$ cat src/rtl/mips_ctrl_pkg.sv
// Shared MIPS decode encodings and the registered control bundle type.
//   opcode/funct/rt/rs field values, exception codes, ALU/MD/DM encodings,
//   ctrl_bundle_t and its idle (no-op) value.
package mips_ctrl_pkg;

  // Primary opcodes
  localparam logic [5:0] OP_SPECIAL = 6'h00, OP_REGIMM = 6'h01, OP_J     = 6'h02,
                         OP_JAL     = 6'h03, OP_BEQ    = 6'h04, OP_BNE   = 6'h05,
                         OP_BLEZ    = 6'h06, OP_BGTZ   = 6'h07, OP_ADDI  = 6'h08,
                         OP_ADDIU   = 6'h09, OP_SLTI   = 6'h0A, OP_SLTIU = 6'h0B,
                         OP_ANDI    = 6'h0C, OP_ORI    = 6'h0D, OP_XORI  = 6'h0E,
                         OP_LUI     = 6'h0F, OP_COP0   = 6'h10, OP_LB    = 6'h20,
                         OP_LH      = 6'h21, OP_LW     = 6'h23, OP_LBU   = 6'h24,
                         OP_LHU     = 6'h25, OP_SB     = 6'h28, OP_SH    = 6'h29,
                         OP_SW      = 6'h2B;

  // SPECIAL funct codes
  localparam logic [5:0] F_SLL   = 6'h00, F_SRL   = 6'h02, F_SRA   = 6'h03,
                         F_SLLV  = 6'h04, F_SRLV  = 6'h06, F_SRAV  = 6'h07,
                         F_JR    = 6'h08, F_JALR  = 6'h09, F_SYSC  = 6'h0C,
                         F_BREAK = 6'h0D, F_MFHI  = 6'h10, F_MTHI  = 6'h11,
                         F_MFLO  = 6'h12, F_MTLO  = 6'h13, F_MULT  = 6'h18,
                         F_MULTU = 6'h19, F_DIV   = 6'h1A, F_DIVU  = 6'h1B,
                         F_ADD   = 6'h20, F_ADDU  = 6'h21, F_SUB   = 6'h22,
                         F_SUBU  = 6'h23, F_AND   = 6'h24, F_OR    = 6'h25,
                         F_XOR   = 6'h26, F_NOR   = 6'h27, F_SLT   = 6'h2A,
                         F_SLTU  = 6'h2B, F_ERET  = 6'h18;

  // REGIMM rt and COP0 rs selectors
  localparam logic [4:0] RT_BLTZ = 5'h00, RT_BGEZ = 5'h01, RT_BLTZAL = 5'h10,
                         RT_BGEZAL = 5'h11;
  localparam logic [4:0] RS_MF = 5'h00, RS_MT = 5'h04, RS_CO = 5'h10;

  // Exception codes
  localparam logic [4:0] EXC_INT = 5'd0, EXC_ADEL = 5'd4, EXC_SYS = 5'd8,
                         EXC_BP  = 5'd9, EXC_RI   = 5'd10;

  // ALU opcodes
  localparam logic [3:0] ALU_ADD = 4'd0,  ALU_SUB  = 4'd1,  ALU_AND  = 4'd2,
                         ALU_OR  = 4'd3,  ALU_XOR  = 4'd4,  ALU_NOR  = 4'd5,
                         ALU_SLT = 4'd6,  ALU_SLTU = 4'd7,  ALU_SLL  = 4'd8,
                         ALU_SRL = 4'd9,  ALU_SRA  = 4'd10, ALU_ADDU = 4'd11,
                         ALU_SUBU = 4'd12, ALU_LUI = 4'd13, ALU_NONE = 4'hF;

  // Multiply/divide opcodes
  localparam logic [1:0] MD_MULTU = 2'd0, MD_MULT = 2'd1, MD_DIVU = 2'd2, MD_DIV = 2'd3;

  // Data-memory access size
  localparam logic [2:0] DM_SB = 3'd0, DM_SH = 3'd1, DM_SW = 3'd2, DM_LBU = 3'd3,
                         DM_LB = 3'd4, DM_LHU = 3'd5, DM_LH = 3'd6, DM_OTHER = 3'd7;

  typedef struct packed {
    logic       rf_wr;
    logic       dm_wr;
    logic       dm_rd;
    logic       hl_wr;
    logic       cp0_wr;
    logic       cp0_rd;
    logic       eret;
    logic       md_start;
    logic       exc;
    logic [4:0] exc_code;
    logic [2:0] dm_sel;
    logic [3:0] alu1_op;
    logic [1:0] alu2_op;
  } ctrl_bundle_t;

  localparam ctrl_bundle_t CTRL_IDLE = '{dm_sel: DM_OTHER, alu1_op: ALU_NONE, default: '0};

endpackage

$ cat src/rtl/dec_comb.sv
// Combinational MIPS-I instruction decoder.
//   instr        : raw instruction word
//   ctrl         : control bundle (RI/Bp/Sys exceptions already folded in)
//   is_branch    : branch or jump (the next instruction is a delay slot)
//   is_hl_access : touches HI/LO or starts the MD unit
module dec_comb
  import mips_ctrl_pkg::*;
(
  input  logic [31:0]  instr,
  output ctrl_bundle_t ctrl,
  output logic         is_branch,
  output logic         is_hl_access
);

  logic [5:0] op, funct;
  logic [4:0] rs, rt;
  logic [3:0] alu_rf;
  logic       ri, brk, sys;
  logic       unused_bits;

  assign op     = instr[31:26];
  assign rs     = instr[25:21];
  assign rt     = instr[20:16];
  assign funct  = instr[5:0];
  assign unused_bits = ^instr[15:6];

  always_comb begin
    ctrl         = CTRL_IDLE;
    is_branch    = 1'b0;
    is_hl_access = 1'b0;
    alu_rf       = ALU_NONE;   // ALU op whose result is written to the RF
    ri           = 1'b0;
    brk          = 1'b0;
    sys          = 1'b0;
    case (op)
      OP_SPECIAL: begin
        case (funct)
          F_SLL, F_SLLV: alu_rf = ALU_SLL;
          F_SRL, F_SRLV: alu_rf = ALU_SRL;
          F_SRA, F_SRAV: alu_rf = ALU_SRA;
          F_ADD:         alu_rf = ALU_ADD;
          F_ADDU:        alu_rf = ALU_ADDU;
          F_SUB:         alu_rf = ALU_SUB;
          F_SUBU:        alu_rf = ALU_SUBU;
          F_AND:         alu_rf = ALU_AND;
          F_OR:          alu_rf = ALU_OR;
          F_XOR:         alu_rf = ALU_XOR;
          F_NOR:         alu_rf = ALU_NOR;
          F_SLT:         alu_rf = ALU_SLT;
          F_SLTU:        alu_rf = ALU_SLTU;
          F_JR:          is_branch = 1'b1;
          F_JALR:        begin is_branch = 1'b1; ctrl.rf_wr = 1'b1; end
          F_SYSC:        sys = 1'b1;
          F_BREAK:       brk = 1'b1;
          F_MFHI, F_MFLO: begin ctrl.rf_wr = 1'b1; is_hl_access = 1'b1; end
          F_MTHI, F_MTLO: begin ctrl.hl_wr = 1'b1; is_hl_access = 1'b1; end
          F_MULT:  begin ctrl.md_start = 1'b1; ctrl.alu2_op = MD_MULT;  is_hl_access = 1'b1; end
          F_MULTU: begin ctrl.md_start = 1'b1; ctrl.alu2_op = MD_MULTU; is_hl_access = 1'b1; end
          F_DIV:   begin ctrl.md_start = 1'b1; ctrl.alu2_op = MD_DIV;   is_hl_access = 1'b1; end
          F_DIVU:  begin ctrl.md_start = 1'b1; ctrl.alu2_op = MD_DIVU;  is_hl_access = 1'b1; end
          default: ri = 1'b1;
        endcase
      end
      OP_REGIMM: begin
        case (rt)
          RT_BLTZ, RT_BGEZ:     is_branch = 1'b1;
          RT_BLTZAL, RT_BGEZAL: begin is_branch = 1'b1; ctrl.rf_wr = 1'b1; end
          default:              ri = 1'b1;
        endcase
      end
      OP_J:             is_branch = 1'b1;
      OP_JAL:           begin is_branch = 1'b1; ctrl.rf_wr = 1'b1; end
      OP_BEQ, OP_BNE:   begin is_branch = 1'b1; ctrl.alu1_op = ALU_SUB; end
      OP_BLEZ, OP_BGTZ: is_branch = 1'b1;
      OP_ADDI:  alu_rf = ALU_ADD;
      OP_ADDIU: alu_rf = ALU_ADDU;
      OP_SLTI:  alu_rf = ALU_SLT;
      OP_SLTIU: alu_rf = ALU_SLTU;
      OP_ANDI:  alu_rf = ALU_AND;
      OP_ORI:   alu_rf = ALU_OR;
      OP_XORI:  alu_rf = ALU_XOR;
      OP_LUI:   alu_rf = ALU_LUI;
      OP_LB, OP_LH, OP_LW, OP_LBU, OP_LHU: begin
        ctrl.rf_wr   = 1'b1;
        ctrl.dm_rd   = 1'b1;
        ctrl.alu1_op = ALU_ADD;
        case (op)
          OP_LB:   ctrl.dm_sel = DM_LB;
          OP_LH:   ctrl.dm_sel = DM_LH;
          OP_LBU:  ctrl.dm_sel = DM_LBU;
          OP_LHU:  ctrl.dm_sel = DM_LHU;
          default: ctrl.dm_sel = DM_OTHER;
        endcase
      end
      OP_SB, OP_SH, OP_SW: begin
        ctrl.dm_wr   = 1'b1;
        ctrl.alu1_op = ALU_ADD;
        case (op)
          OP_SB:   ctrl.dm_sel = DM_SB;
          OP_SH:   ctrl.dm_sel = DM_SH;
          default: ctrl.dm_sel = DM_SW;
        endcase
      end
      OP_COP0: begin
        if (rs == RS_MF)                           begin ctrl.cp0_rd = 1'b1; ctrl.rf_wr = 1'b1; end
        else if (rs == RS_MT)                      ctrl.cp0_wr = 1'b1;
        else if (rs == RS_CO && funct == F_ERET)   ctrl.eret = 1'b1;
        else                                       ri = 1'b1;
      end
      default: ri = 1'b1;
    endcase

    if (alu_rf != ALU_NONE) begin
      ctrl.rf_wr   = 1'b1;
      ctrl.alu1_op = alu_rf;
    end

    // An excepting instruction carries no side effects
    if (ri || brk || sys) begin
      ctrl          = CTRL_IDLE;
      ctrl.exc      = 1'b1;
      ctrl.exc_code = ri ? EXC_RI : (brk ? EXC_BP : EXC_SYS);
      is_branch     = 1'b0;
      is_hl_access  = 1'b0;
    end
  end

endmodule

$ cat src/rtl/dec_issue_ctrl.sv
// Registered decode/issue control stage between IF/ID and EX.
//   in_valid/in_ready/instr/in_adel : upstream instruction handshake
//   int_req/int_en                  : interrupt requests and global enable
//   flush                           : drop held bundle and current input
//   out_valid/out_ready + bundle    : one-entry registered output stage
//   md_busy                         : multiply/divide unit still in flight
module dec_issue_ctrl
  import mips_ctrl_pkg::*;
#(
  parameter int unsigned MUL_LAT = 4,
  parameter int unsigned DIV_LAT = 32,
  parameter int unsigned N_INT   = 6,
  parameter logic [N_INT-1:0] INT_MASK = {N_INT{1'b1}}
) (
  input  logic             clk,
  input  logic             rst,
  input  logic             in_valid,
  output logic             in_ready,
  input  logic [31:0]      instr,
  input  logic             in_adel,
  input  logic [N_INT-1:0] int_req,
  input  logic             int_en,
  input  logic             flush,
  output logic             out_valid,
  input  logic             out_ready,
  output logic             rf_wr,
  output logic             dm_wr,
  output logic             dm_rd,
  output logic             hl_wr,
  output logic             cp0_wr,
  output logic             cp0_rd,
  output logic             eret,
  output logic [2:0]       dm_sel,
  output logic [3:0]       alu1_op,
  output logic [1:0]       alu2_op,
  output logic             md_start,
  output logic             is_bd,
  output logic             exc,
  output logic [4:0]       exc_code,
  output logic             md_busy
);

  localparam int unsigned CNT_W = $clog2(DIV_LAT + 1);

  ctrl_bundle_t     dec, issue, bundle_q;
  logic             is_branch, is_hl_access;
  logic             out_valid_q, bd_q, is_bd_q;
  logic [CNT_W-1:0] md_cnt;
  logic             hl_stall, int_take, accept;

  dec_comb u_dec (
    .instr        (instr),
    .ctrl         (dec),
    .is_branch    (is_branch),
    .is_hl_access (is_hl_access)
  );

  assign md_busy  = (md_cnt != '0);
  assign hl_stall = is_hl_access & md_busy;
  assign int_take = (|(int_req & INT_MASK)) & int_en;
  assign in_ready = rst & ~flush & (~out_valid_q | out_ready) & ~hl_stall;
  assign accept   = in_valid & in_ready;

  // Interrupt outranks fetch error, which outranks decoder exceptions
  always_comb begin
    issue = dec;
    if (int_take) begin
      issue          = CTRL_IDLE;
      issue.exc      = 1'b1;
      issue.exc_code = EXC_INT;
    end else if (in_adel) begin
      issue          = CTRL_IDLE;
      issue.exc      = 1'b1;
      issue.exc_code = EXC_ADEL;
    end
  end

  always_ff @(posedge clk) begin
    if (!rst) begin
      out_valid_q <= 1'b0;
      bundle_q    <= CTRL_IDLE;
      is_bd_q     <= 1'b0;
      bd_q        <= 1'b0;
      md_cnt      <= '0;
    end else begin
      if (flush)          out_valid_q <= 1'b0;
      else if (accept)    out_valid_q <= 1'b1;
      else if (out_ready) out_valid_q <= 1'b0;

      if (accept) begin
        bundle_q <= issue;
        is_bd_q  <= bd_q;
      end

      if (flush)       bd_q <= 1'b0;
      else if (accept) bd_q <= is_branch;

      // Only a bundle that actually starts the MD unit occupies it
      if (accept && issue.md_start)
        md_cnt <= issue.alu2_op[1] ? CNT_W'(DIV_LAT) : CNT_W'(MUL_LAT);
      else if (md_busy)
        md_cnt <= md_cnt - CNT_W'(1);
    end
  end

  assign out_valid = out_valid_q;
  assign is_bd     = is_bd_q;
  assign rf_wr     = bundle_q.rf_wr;
  assign dm_wr     = bundle_q.dm_wr;
  assign dm_rd     = bundle_q.dm_rd;
  assign hl_wr     = bundle_q.hl_wr;
  assign cp0_wr    = bundle_q.cp0_wr;
  assign cp0_rd    = bundle_q.cp0_rd;
  assign eret      = bundle_q.eret;
  assign dm_sel    = bundle_q.dm_sel;
  assign alu1_op   = bundle_q.alu1_op;
  assign alu2_op   = bundle_q.alu2_op;
  assign md_start  = bundle_q.md_start;
  assign exc       = bundle_q.exc;
  assign exc_code  = bundle_q.exc_code;

endmodule

$ cat config.mk
export PLATFORM = sky130hd
export DESIGN_NAME = dec_issue_ctrl
export DESIGN_NICKNAME = d
export VERILOG_FILES = /design/src/rtl/mips_ctrl_pkg.sv /design/src/rtl/dec_comb.sv /design/src/rtl/dec_issue_ctrl.sv
export SDC_FILE = /design/constraint.sdc
export NUM_CORES = 1
export LEC_CHECK = 0
export ABC_AREA = 1
export CORE_MARGIN = 4
export CORE_UTILIZATION = 40
export CTS_CLUSTER_SIZE = 14
export DETAILED_ROUTE_END_ITERATION = 10
export PLACE_DENSITY = 0.81
export SLEW_MARGIN = 20
export SYNTH_ARGS = -nofsm -noshare
export SYNTH_HDL_FRONTEND = slang
export SYNTH_SLANG_ARGS = --single-unit
$ cat constraint.sdc
create_clock -name clk -period 3.5 [get_ports clk]
set_input_delay 0.875 -clock clk [delete_from_list [all_inputs] [get_ports clk]]
set_output_delay 0.875 -clock clk [all_outputs]
set_load 0.01 [all_outputs]
---- Yosys cells after proc, flatten, opt, wreduce, memory -nomap -nowiden ----
Cells that the tools add are included.
W data, S select, Z words.
word-level totals
  flip-flop bits (word level) ............. 32
  latch bits .............................. 0
  bits in writable memories ............... 0
  bits in read-only memories .............. 0
  input port bits ......................... 45
  logic and storage cells ................. 170
  memories ................................ 0
cells by class
  add/sub/neg operators ................... 1
  $mul .................................... 0
  div/mod/pow operators ................... 0
  $lt $le $gt $ge ......................... 0
  eq/ne operators ......................... 57
  shift operators ......................... 0
  muxes and demuxes ....................... 53
  bitwise gates (word level) .............. 11
  reductions and logical operators ........ 31
operator list
  kind                  count
  $eq A6 B6 Y1 const B  18
  $eq A6 B4 Y1 const B  12
  $mux W23              3
  $eq A6 B5 Y1 const B  9
  $pmux W4 S13          1
  $eq A6 B3 Y1 const B  7
  $pmux W4 S9           1
  $mux W1               33
  $reduce_or A28 Y1     1
  $eq A6 B2 Y1 const B  4
  $reduce_or A22 Y1     1
  $mux W6               3
  $reduce_or A6 Y1      3
  $reduce_or A2 Y1      8
  $reduce_or A8 Y1      2
  $eq A5 B5 Y1 const B  3
  $logic_not A6 Y1      2
  $pmux W3 S4           1
  $logic_not A5 Y1      2
  $pmux W1 S4           2
  $pmux W4 S2           1
  $reduce_or A4 Y1      2
  $and A1 B1 Y1         6
  $eq A6 B1 Y1 const B  1
  other kinds (20)      27

---- Depth between registers and ports, before layout ----
  depth in word-level cells ............... 15
  gate-level depth with buffers ........... 16
  mapped depth without buffers ............ 15

---- Hierarchy ----
Synthesis repeated with hierarchy kept, for this count alone.
unflattened totals
  cell total of the unflattened synthesis .. 414
  area, all modules ....................... 2474.9 µm²
by module, submodules not included
  module          instances  cells each  area an instance (µm²)  sequential area each (µm²)
  dec_issue_ctrl  1          197         1450.1                  640.6
  dec_comb        1          217         1024.7                  0.0

---- Least setup slack after synthesis ----
Ideal clock, no wire load.
  kind .................................... in2out
  start ................................... input port instr[27]
  end ..................................... output port in_ready
  arrival time ............................ 1547 ps
  required time ........................... 2625 ps
  setup slack ............................. 1078 ps
  stages on the path ...................... 5
  buffers on the path ..................... 1
  cells stage by stage .................... buf_2 -> nor2_2 -> nand3_4 -> nor3_2 -> a21oi_2
on the way
  cells in the longest elaborated chain, start to end .. 9
  elaborated cells between the ends (all ways) .. 36
ends and longest elaborated chain
  element                                     line                  source
  start, declared                             dec_issue_ctrl.sv:19  input logic [31:0] instr,
  $eq A6 B2 Y1, or another cell as far along  dec_comb.sv:35        case (op)
  $reduce_or A22 Y1 (no source line)          --
  $pmux W1 S4                                 dec_comb.sv:35
  $logic_or A1 B1 Y1 (2 in a row)             dec_comb.sv:119       if (ri || brk || sys) begin
  $mux W1 *                                   dec_comb.sv:119
  $and A1 B1 Y1 *                             dec_issue_ctrl.sv:59  assign hl_stall = is_hl_access & md_busy;
  $not A1 Y1 *                                dec_issue_ctrl.sv:61  assign in_ready = rst & ~flush & (~out_valid_q | out_ready) & ~hl_stall;
  $and A1 B1 Y1 *                             dec_issue_ctrl.sv:61
  end, declared                               dec_issue_ctrl.sv:18  output logic in_ready,
Every way passes the cells marked *; elsewhere a longest branch is shown, timed or not.

---- Worst setup path after layout ----
  start ................................... input port instr[26]
  end ..................................... output port in_ready
The elaborated chain is that of the path after synthesis.

==> results.tsv <==
metric	value	unit
count leader, synth	nand2_1	
run status	complete, no violations	
GRT Total Usage	0.195	
Clock power frac	0.300	
clock root buffer	clkbuf_8	
Overflow after GRT	0	
die area	7070	um2
clk slew on worst S/H paths	0.07	ns
Top FF cell, synth	dfxtp_1	
first-pass GRT wire length	11500	um
DIE HEIGHT	84.1	um
Rows	27	
IO Pins	72	
# clock sinks	31	
sw frac	0.335	
Async SR Flop Fraction	0	
Initial DRT Pass Iterations	4	
post_cts resized	0	
number of flops mapped to enable cells by yosys	0	
FMAX	296	MHz
critical path class	in2out	
sequential power share	0.344	
CP Launch Point	instr[26]	
Avg Inst Size Synth	6.11	um2
hold crit path type	reg2reg	
wire length per cell	13.0	um
P_sw	411	uW
FF-to-FF setup slack	1.31	ns
utilization after layout	0.562	
Via-to-Cell Ratio	5.27	
chip width	84.1	um
crit end category	output port	
antenna violations before repair	0	
leak pwr	1.38	nW
Post-DP HPWL	5340	um
synth-to-layout area growth	35.3	%
Max H-tree Level	2	
Post-Syn Area	2320	um2
hold_buf cts	0	
worst reg2reg endpoint	exc_code[3]$_SDFFE_PN0P_	
maximum vdd drop	0.000235	V
PwrDens	391	nW/um2
Cells after Synth	379	
ANT cells	0	
cell taking the most area after synthesis	dfxtp_1	
setup violators final	0	
final WL	6740	um
minimum clock period	3.38	ns
Worst Path Arrival	2.51	ns
layout cells sized above 1	0.127	
Hold Path Depth	2	
Critical Path Sink	in_ready	
vias in the first global route	2566	
via count	2738	
drt drc	0	
Fin. Hold Viols	0	
Clock Path Buffers	2	
Port Buffers	59	
GP Congestion	0.938	
syn_nets	425	
unrepaired setup endpoints after global routing	no	
core area	5570	um2
RR Startpoint	md_cnt[0]$_SDFFE_PN0P_	
largest net degree at the start of global routing	27	
worst clock skew	0.00957	ns
Design Area, Final	3130	um2
Synth Warn #	0	
Final Slew Violations	0	
Placed Area	3020	um2
Synth top cells by count	nand2_1 (109), inv_1 (38), nand3_1 (38), nor2_1 (38), dfxtp_1 (31)	
max_cap viols	0	
Int Pwr	815	uW
Worst Reg-to-Reg Cells	9	
Cell variety after synth	39	
Post-CTS Setup Bufs	0	
CP max FO	4	
register area share after synthesis	0.268	
Initial Util	0.415	
ranking of synthesized cells by area	dfxtp_1 (27%), nand2_1 (18%), nand3_1 (8.2%)	
post-route setup TNS	0	ns
Critical Path RT	2.62	ns
period utilisation layout	0.966	
crit path launch type	input port	
worst skew pair latency	0.29	ns
CTS buffer count	5	
number of fill cells	560	
Synth Register Bits	31	
final net count	493	
DRT antenna net count	0	
CTS tree	done	
combinational share of power	0.356	
Starting DRT DRC Count	271	
Yosys top cell area share	0.268	
[cells in the final DEF (no fill, tap or decap), drive strengths merged, types with 3 or more instances in the layout]
cell type / Yosys / final
dfxtp: 31 / 31
nand3: 41 / 41
nand4: 13 / 13
clkbuf: 2 / 6
inv: 44 / 44
xor2: 3 / 3
nor3: 7 / 7
nor2: 51 / 51
o21ai: 19 / 19
clkdlybuf4s50: 0 / 59
buf: 8 / 12
or2: 3 / 3
nand2: 115 / 115
a21oi: 27 / 27
nor4: 3 / 3
[state kept, by name, summed over array words and instances (netlist names), 2 cells and up]
register  cells
alu1_op       4
alu2_op       2
dm_sel        3
exc_code      4
md_cnt        6
[layout make-up]
class	count	area, um2	share of cell area
Multi-Input combinational cell	294	1460	0.466
Timing Repair Buffer	71	681	0.217
Sequential cell	31	621	0.198
Inverter	44	165	0.0527
Tap cell	72	90.1	0.0288
Clock buffer	6	82.6	0.0264
Clock inverter	2	35.0	0.0112
[worst max-delay path, cell delays in order]
cell	delay (ns)
clkdlybuf4s50_1	0.48
nor2_2	0.24
nand3_4	0.11
nor3_2	0.19
a21oi_2	0.11
clkdlybuf4s50_1	0.49
[worst min-delay path by stage]
stage | from | to | slack [ns]
detailed placement | alu1_op[2]$_SDFFE_PN1P_ | alu1_op[2]$_SDFFE_PN1P_ | 0.45
global placement | md_cnt[0]$_SDFFE_PN0P_ | md_cnt[0]$_SDFFE_PN0P_ | 0.45
CTS | is_bd$_SDFFE_PN0P_ | is_bd$_SDFFE_PN0P_ | 0.47
global route | exc_code[3]$_SDFFE_PN0P_ | exc_code[3]$_SDFFE_PN0P_ | 0.48
floorplan | bd_q$_SDFFE_PP0P_ | is_bd$_SDFFE_PN0P_ | 0.44
finish | is_bd$_SDFFE_PN0P_ | is_bd$_SDFFE_PN0P_ | 0.47
[power groups by stage]
stage | clock, mW | sequential, mW | combinational (mW)
global route | 0.389 | 0.426 | 0.491
detailed placement | 0 | 0.430 | 0.432
global placement | 0 | 0.427 | 0.414
CTS | 0.371 | 0.422 | 0.435
finish | 0.368 | 0.422 | 0.436
floorplan | 0 | 0.426 | 0.285
[metal layers]
metal,GRT usage,share of wire
met1,0.235,0.43
met5,0,0
met4,0.0687,0.021
met3,0.0494,0.072
met2,0.335,0.47
[logic make-up (layout without fill, tap and decap cells)]
group,after synthesis,in the layout,share of synthesized area
flip-flops,31,31,0.268
adder cells (fa/ha/maj),1,1,0.00540
buffers and inverters,54,123,0.102
AND/OR/NAND/NOR,235,235,0.480
XOR/XNOR,4,4,0.0151
AO/OA/AOI/OAI,53,53,0.128
other,1,1,0.00162
[stage by stage]
step           worst slack [ns]  power, mW  std cells  hold WS (ns)
6_report                  0.120       1.23        520         0.466
5_1_grt                  0.0221       1.31        520         0.482
4_1_cts                   0.120       1.23        520         0.467
3_5_place_dp              0.124      0.862        512         0.452
3_3_place_gp              0.124      0.841        512         0.451
2_1_floorplan              1.08      0.711        379         0.440
(Power assumes the default switching activity.)
